## config.mk

```make
export PLATFORM = sky130hd
export DESIGN_NAME = nibble_serial_adder_ctrl
export DESIGN_NICKNAME = d
export VERILOG_FILES = /design/src/rtl/nibble_serial_adder_ctrl.sv
export SDC_FILE = /design/constraint.sdc
export NUM_CORES = 1
export LEC_CHECK = 0
export ABC_CLOCK_PERIOD_IN_PS = 2800
export BUFFER_PORTS_ARGS = -buffer_cell sky130_fd_sc_hd__buf_2
export CORE_MARGIN = 4
export CORE_UTILIZATION = 55
export CTS_CLUSTER_DIAMETER = 100
export DETAILED_ROUTE_END_ITERATION = 10
export GPL_ROUTABILITY_DRIVEN = 1
export PLACE_DENSITY = 0.84
export SYNTH_ARGS = -nofsm -noshare
export SYNTH_HDL_FRONTEND = slang
export SYNTH_HIERARCHICAL = 1
export SYNTH_SLANG_ARGS = --single-unit
```

## constraint.sdc

```tcl
create_clock -name clk -period 2.8 [get_ports clk]
set_input_delay 0.56 -clock clk [delete_from_list [all_inputs] [get_ports clk]]
set_output_delay 0.56 -clock clk [all_outputs]
set_load 0.02 [all_outputs]
```

## src/rtl/nibble_serial_adder_ctrl.sv

```systemverilog
// rtl/nibble_serial_adder_ctrl.sv - WIDTH-bit adder built from one reused 4-bit lookahead slice
module cla4_slice (
    input  logic [3:0] a,
    input  logic [3:0] b,
    input  logic       cin,
    output logic [3:0] s,
    output logic       c3,
    output logic       cout
);
    logic [3:0] p;
    logic [3:0] g;
    logic       c1;
    logic       c2;

    assign p  = a ^ b;
    assign g  = a & b;
    assign c1 = g[0] | (p[0] & cin);
    assign c2 = g[1] | (p[1] & g[0]) | (p[1] & p[0] & cin);
    assign c3 = g[2] | (p[2] & g[1]) | (p[2] & p[1] & g[0]) | (p[2] & p[1] & p[0] & cin);
    assign cout = g[3] | (p[3] & g[2]) | (p[3] & p[2] & g[1]) | (p[3] & p[2] & p[1] & g[0])
                | (p[3] & p[2] & p[1] & p[0] & cin);
    assign s  = p ^ {c3, c2, c1, cin};
endmodule

module nibble_serial_adder_ctrl #(
    parameter int WIDTH = 16
) (
    input  logic             clk,
    input  logic             rst_n,
    input  logic             in_valid,
    output logic             in_ready,
    input  logic [WIDTH-1:0] a,
    input  logic [WIDTH-1:0] b,
    input  logic             cin,
    output logic             out_valid,
    input  logic             out_ready,
    output logic [WIDTH-1:0] sum,
    output logic             cout,
    output logic             ovf,
    output logic             busy
);
    localparam int NIB = WIDTH / 4;
    localparam int IDW = (NIB > 1) ? $clog2(NIB) : 1;
    localparam logic [IDW-1:0] LAST = IDW'(NIB - 1);

    typedef enum logic [1:0] {IDLE, RUN, DONE} state_t;

    state_t           state;
    logic [WIDTH-1:0] a_q;
    logic [WIDTH-1:0] b_q;
    logic             carry_q;
    logic [IDW-1:0]   idx;
    logic [WIDTH-1:0] sum_q;
    logic             cout_q;
    logic             ovf_q;
    logic             in_ready_q;
    logic             out_valid_q;
    logic             busy_q;

    logic [3:0] nib_s;
    logic       nib_c3;
    logic       nib_cout;

    cla4_slice u_slice (
        .a    (a_q[4*idx +: 4]),
        .b    (b_q[4*idx +: 4]),
        .cin  (carry_q),
        .s    (nib_s),
        .c3   (nib_c3),
        .cout (nib_cout)
    );

    always_ff @(posedge clk or negedge rst_n) begin
        if (!rst_n) begin
            state       <= IDLE;
            a_q         <= '0;
            b_q         <= '0;
            carry_q     <= 1'b0;
            idx         <= '0;
            sum_q       <= '0;
            cout_q      <= 1'b0;
            ovf_q       <= 1'b0;
            in_ready_q  <= 1'b1;
            out_valid_q <= 1'b0;
            busy_q      <= 1'b0;
        end else begin
            case (state)
                IDLE: begin
                    if (in_valid) begin
                        a_q        <= a;
                        b_q        <= b;
                        carry_q    <= cin;
                        idx        <= '0;
                        state      <= RUN;
                        in_ready_q <= 1'b0;
                        busy_q     <= 1'b1;
                    end
                end
                RUN: begin
                    sum_q[4*idx +: 4] <= nib_s;
                    carry_q           <= nib_cout;
                    if (idx == LAST) begin
                        // Carry into the top bit comes from the last slice's internal C3.
                        cout_q      <= nib_cout;
                        ovf_q       <= nib_c3 ^ nib_cout;
                        state       <= DONE;
                        out_valid_q <= 1'b1;
                    end else begin
                        idx <= idx + 1'b1;
                    end
                end
                DONE: begin
                    if (out_ready) begin
                        state       <= IDLE;
                        out_valid_q <= 1'b0;
                        in_ready_q  <= 1'b1;
                        busy_q      <= 1'b0;
                    end
                end
                default: begin
                    state       <= IDLE;
                    out_valid_q <= 1'b0;
                    in_ready_q  <= 1'b1;
                    busy_q      <= 1'b0;
                end
            endcase
        end
    end

    assign in_ready  = in_ready_q;
    assign out_valid = out_valid_q;
    assign busy      = busy_q;
    assign sum       = sum_q;
    assign cout      = cout_q;
    assign ovf       = ovf_q;
endmodule

```

==> results.tsv <==
metric	value	unit
status	complete, no violations	
synth_top_cell_by_area	dfrtp_1	
fin_hold_ws	0.353	ns
core	0.00507	sq mm
syn_nets	253	
dieHeight	80.4	microns
crit_chain	mux4_2 > ha_1 > a211oi_2 > o21bai_2 > a21o_1 > mux2_2	
period_minus_slack	2.53	ns
synth_seq_cells	58	
synth.area.top_cells	dfrtp_1 (50%), mux2_4 (16%), mux4_2 (6.3%)	
seq_area_frac_synth	0.505	
ys_warn_count	6	
antenna_found_initial	0	
max_freq	0.396	GHz
fillers	386	
synth_top_area_share	0.495	
crit_path_max_fanout	8	
post_cts_buffers	0	
cts_tree	built	
design_area	0.00340	sq mm
cts.sinks	58	
portBuffers	57	
seq_area	0.00145	sq mm
path_class	reg -> reg	
endpoint_kind	register	
post_cts_resized	0	
multi_input_area	0.00132	sq mm
critPathLaunchType	register	
hold_path_class	in -> async	
cts_inserted_buffers	9	
nets	316	
final_hold_viol_count	0	
grt_pass1_wl	9.45	mm
ant_nets	0	
required	3.02	ns
cp.arrival	2.75	ns
finalCritPeriodShare	0.902	
initial_core_util	0.567	
clkTransAtPathRegs	0.06	ns
ir_drop	0.769	mV
grt_max_degree	59	
vias	1837	
drive_gt1_frac	0.456	
placed_cell_area	0.00323	sq mm
syn_area	0.00288	sq mm
finalClockSkew	0.00462	ns
die_x	80.4	microns
drv_cap	0	
grtUsageTotal	0.201	
dpl.hpwl	4.14	mm
rows	26	
mostFrequentLayoutCells	dfrtp_1 (57), buf_2 (57), mux2_4 (30)	
grt_setup_unrepaired	false	
worst_slew_pin_slew	0.707	ns
synth_cell_types	39	
setup_viol	0	
slew_violations	0	
clkLatencyLatePin	0.34	ns
synth_area_per_cell	14.0	sq um
cts_buffer_depth	2	
gp_congestion	0.835	
drc_errors	0	
initialDrtViolationCount	68	
via_per_inst	5.37	
syn_inst	205	
drt_pass1_iterations	4	
finish.utilization	0.669	
hold_buffers	0	
setup-tns-final	0	ns
die_area	0.00646	sq mm
slowest_stage	mux4_2	
num_io_pins	58	
antennaDiodeCount	0	
h-tree-depth	3	
power.leakage	1.66	nW
max_slew_margin	0.529	
root_buffer	clkbuf_8	
grt_pass1_vias	1906	
power_density	1370	mW/mm^2
wl	5.59	mm
wl_per_cell	16.3	microns
area_growth	17.9	%
overflow	0	
slowest_delay	0.59	ns
[power by group]
| group | leakage (nW) | switching (mW) | internal [mW] | total (mW) |
|---|---|---|---|---|
| Combinational | 0.857 | 1.21 | 1.20 | 2.41 |
| Sequential | 0.716 | 0.328 | 1.24 | 1.57 |
| Clock | 0.0920 | 0.318 | 0.360 | 0.677 |
| Total | 1.66 | 1.85 | 2.80 | 4.65 |
[final cells by class]
class | instances | area share
multi-input cells | 128 | 0.389
flip-flops and latches | 58 | 0.428
clock buffers | 12 | 0.0457
well taps | 70 | 0.0258
inverters | 10 | 0.0111
repair buffers | 61 | 0.0965
clock inverters | 3 | 0.00442
[layer usage]
| metal | up-vias | part of all wire | GRT usage |
|---|---|---|---|
| met5 | - | 0 | 0 |
| met4 | 0 | 0.029 | 0.0895 |
| met3 | 15 | 0.049 | 0.0717 |
| met2 | 51 | 0.49 | 0.319 |
| met1 | 902 | 0.43 | 0.246 |
| li1 | 869 | - | - |
[registers in the layout (all words and copies together), names as in the netlist]
signal,count
a_q,16
b_q,16
busy,1
carry_q,1
cout,1
idx,2
in_ready,1
out_valid,1
ovf,1
state,2
sum,16
[cell usage after synthesis]
master / count
buf_6: 4
clkbuf_1: 2
and2b_1: 1
nor3b_1: 1
a22oi_1: 2
a21oi_1: 5
a211oi_2: 1
dfrtp_1: 57
mux4_2: 8
nand3b_1: 2
o21ai_1: 1
and4b_1: 1
fa_1: 1
a21o_1: 1
o21a_1: 1
nor4b_4: 1
o21bai_2: 1
buf_4: 1
o22ai_1: 1
buf_2: 2
nor4bb_1: 1
dfstp_2: 1
nor3b_2: 1
o21ai_0: 12
mux2_2: 3
ha_1: 10
nand3_1: 1
a22o_1: 12
nand4bb_2: 1
xnor2_1: 2
and2_1: 1
nor2_1: 6
inv_1: 10
mux2_4: 30
xor2_1: 2
nand2_1: 14
nor2b_1: 2
nor4_2: 1
nor3_1: 1
[through the flow]
step	worst slack [ns]	instances	power, mW
detailed placement	0.277	327	3.98
CTS	0.251	342	4.67
finish	0.275	342	4.65
global route	0.0141	342	5.00
global placement	0.357	327	3.87
floorplan	0.228	205	3.41
[path summary, 6_finish.rpt]
kind	slack [ns]	to	start	cells past startpoint
min in group clk	0.44	a_q[7]$_DFFE_PN0P_	a[7]	2
min	0.35	b_q[12]$_DFFE_PN0P_	rst_n	2
max reg2reg	0.27	cout$_DFFE_PN0P_	idx[0]$_DFFE_PN0P_	6
min reg2reg	0.48	sum[1]$_DFFE_PN0P_	sum[1]$_DFFE_PN0P_	2
max	0.27	cout$_DFFE_PN0P_	idx[0]$_DFFE_PN0P_	6
max in group asynchronous	1.98	out_valid$_DFFE_PN0P_	rst_n	2
[kinds of logic (layout without fill, tap and decap cells)]
kind of cell	after synthesis	after routing	synth area share
mux	41	41	0.231
compound gates	37	37	0.0887
buf+inv	19	86	0.0374
flops	58	58	0.505
simple gates	35	35	0.0761
fa+ha+maj	11	11	0.0504
xor+xnor	4	4	0.0122
[critical path, delay by kind of cell (launching register included)]
kind	cells	cell delay, ns
compound gates	3	0.65
fa+ha+maj	1	0.33
mux	2	0.85
flops	1	0.58
(Power assumes the default switching activity.)
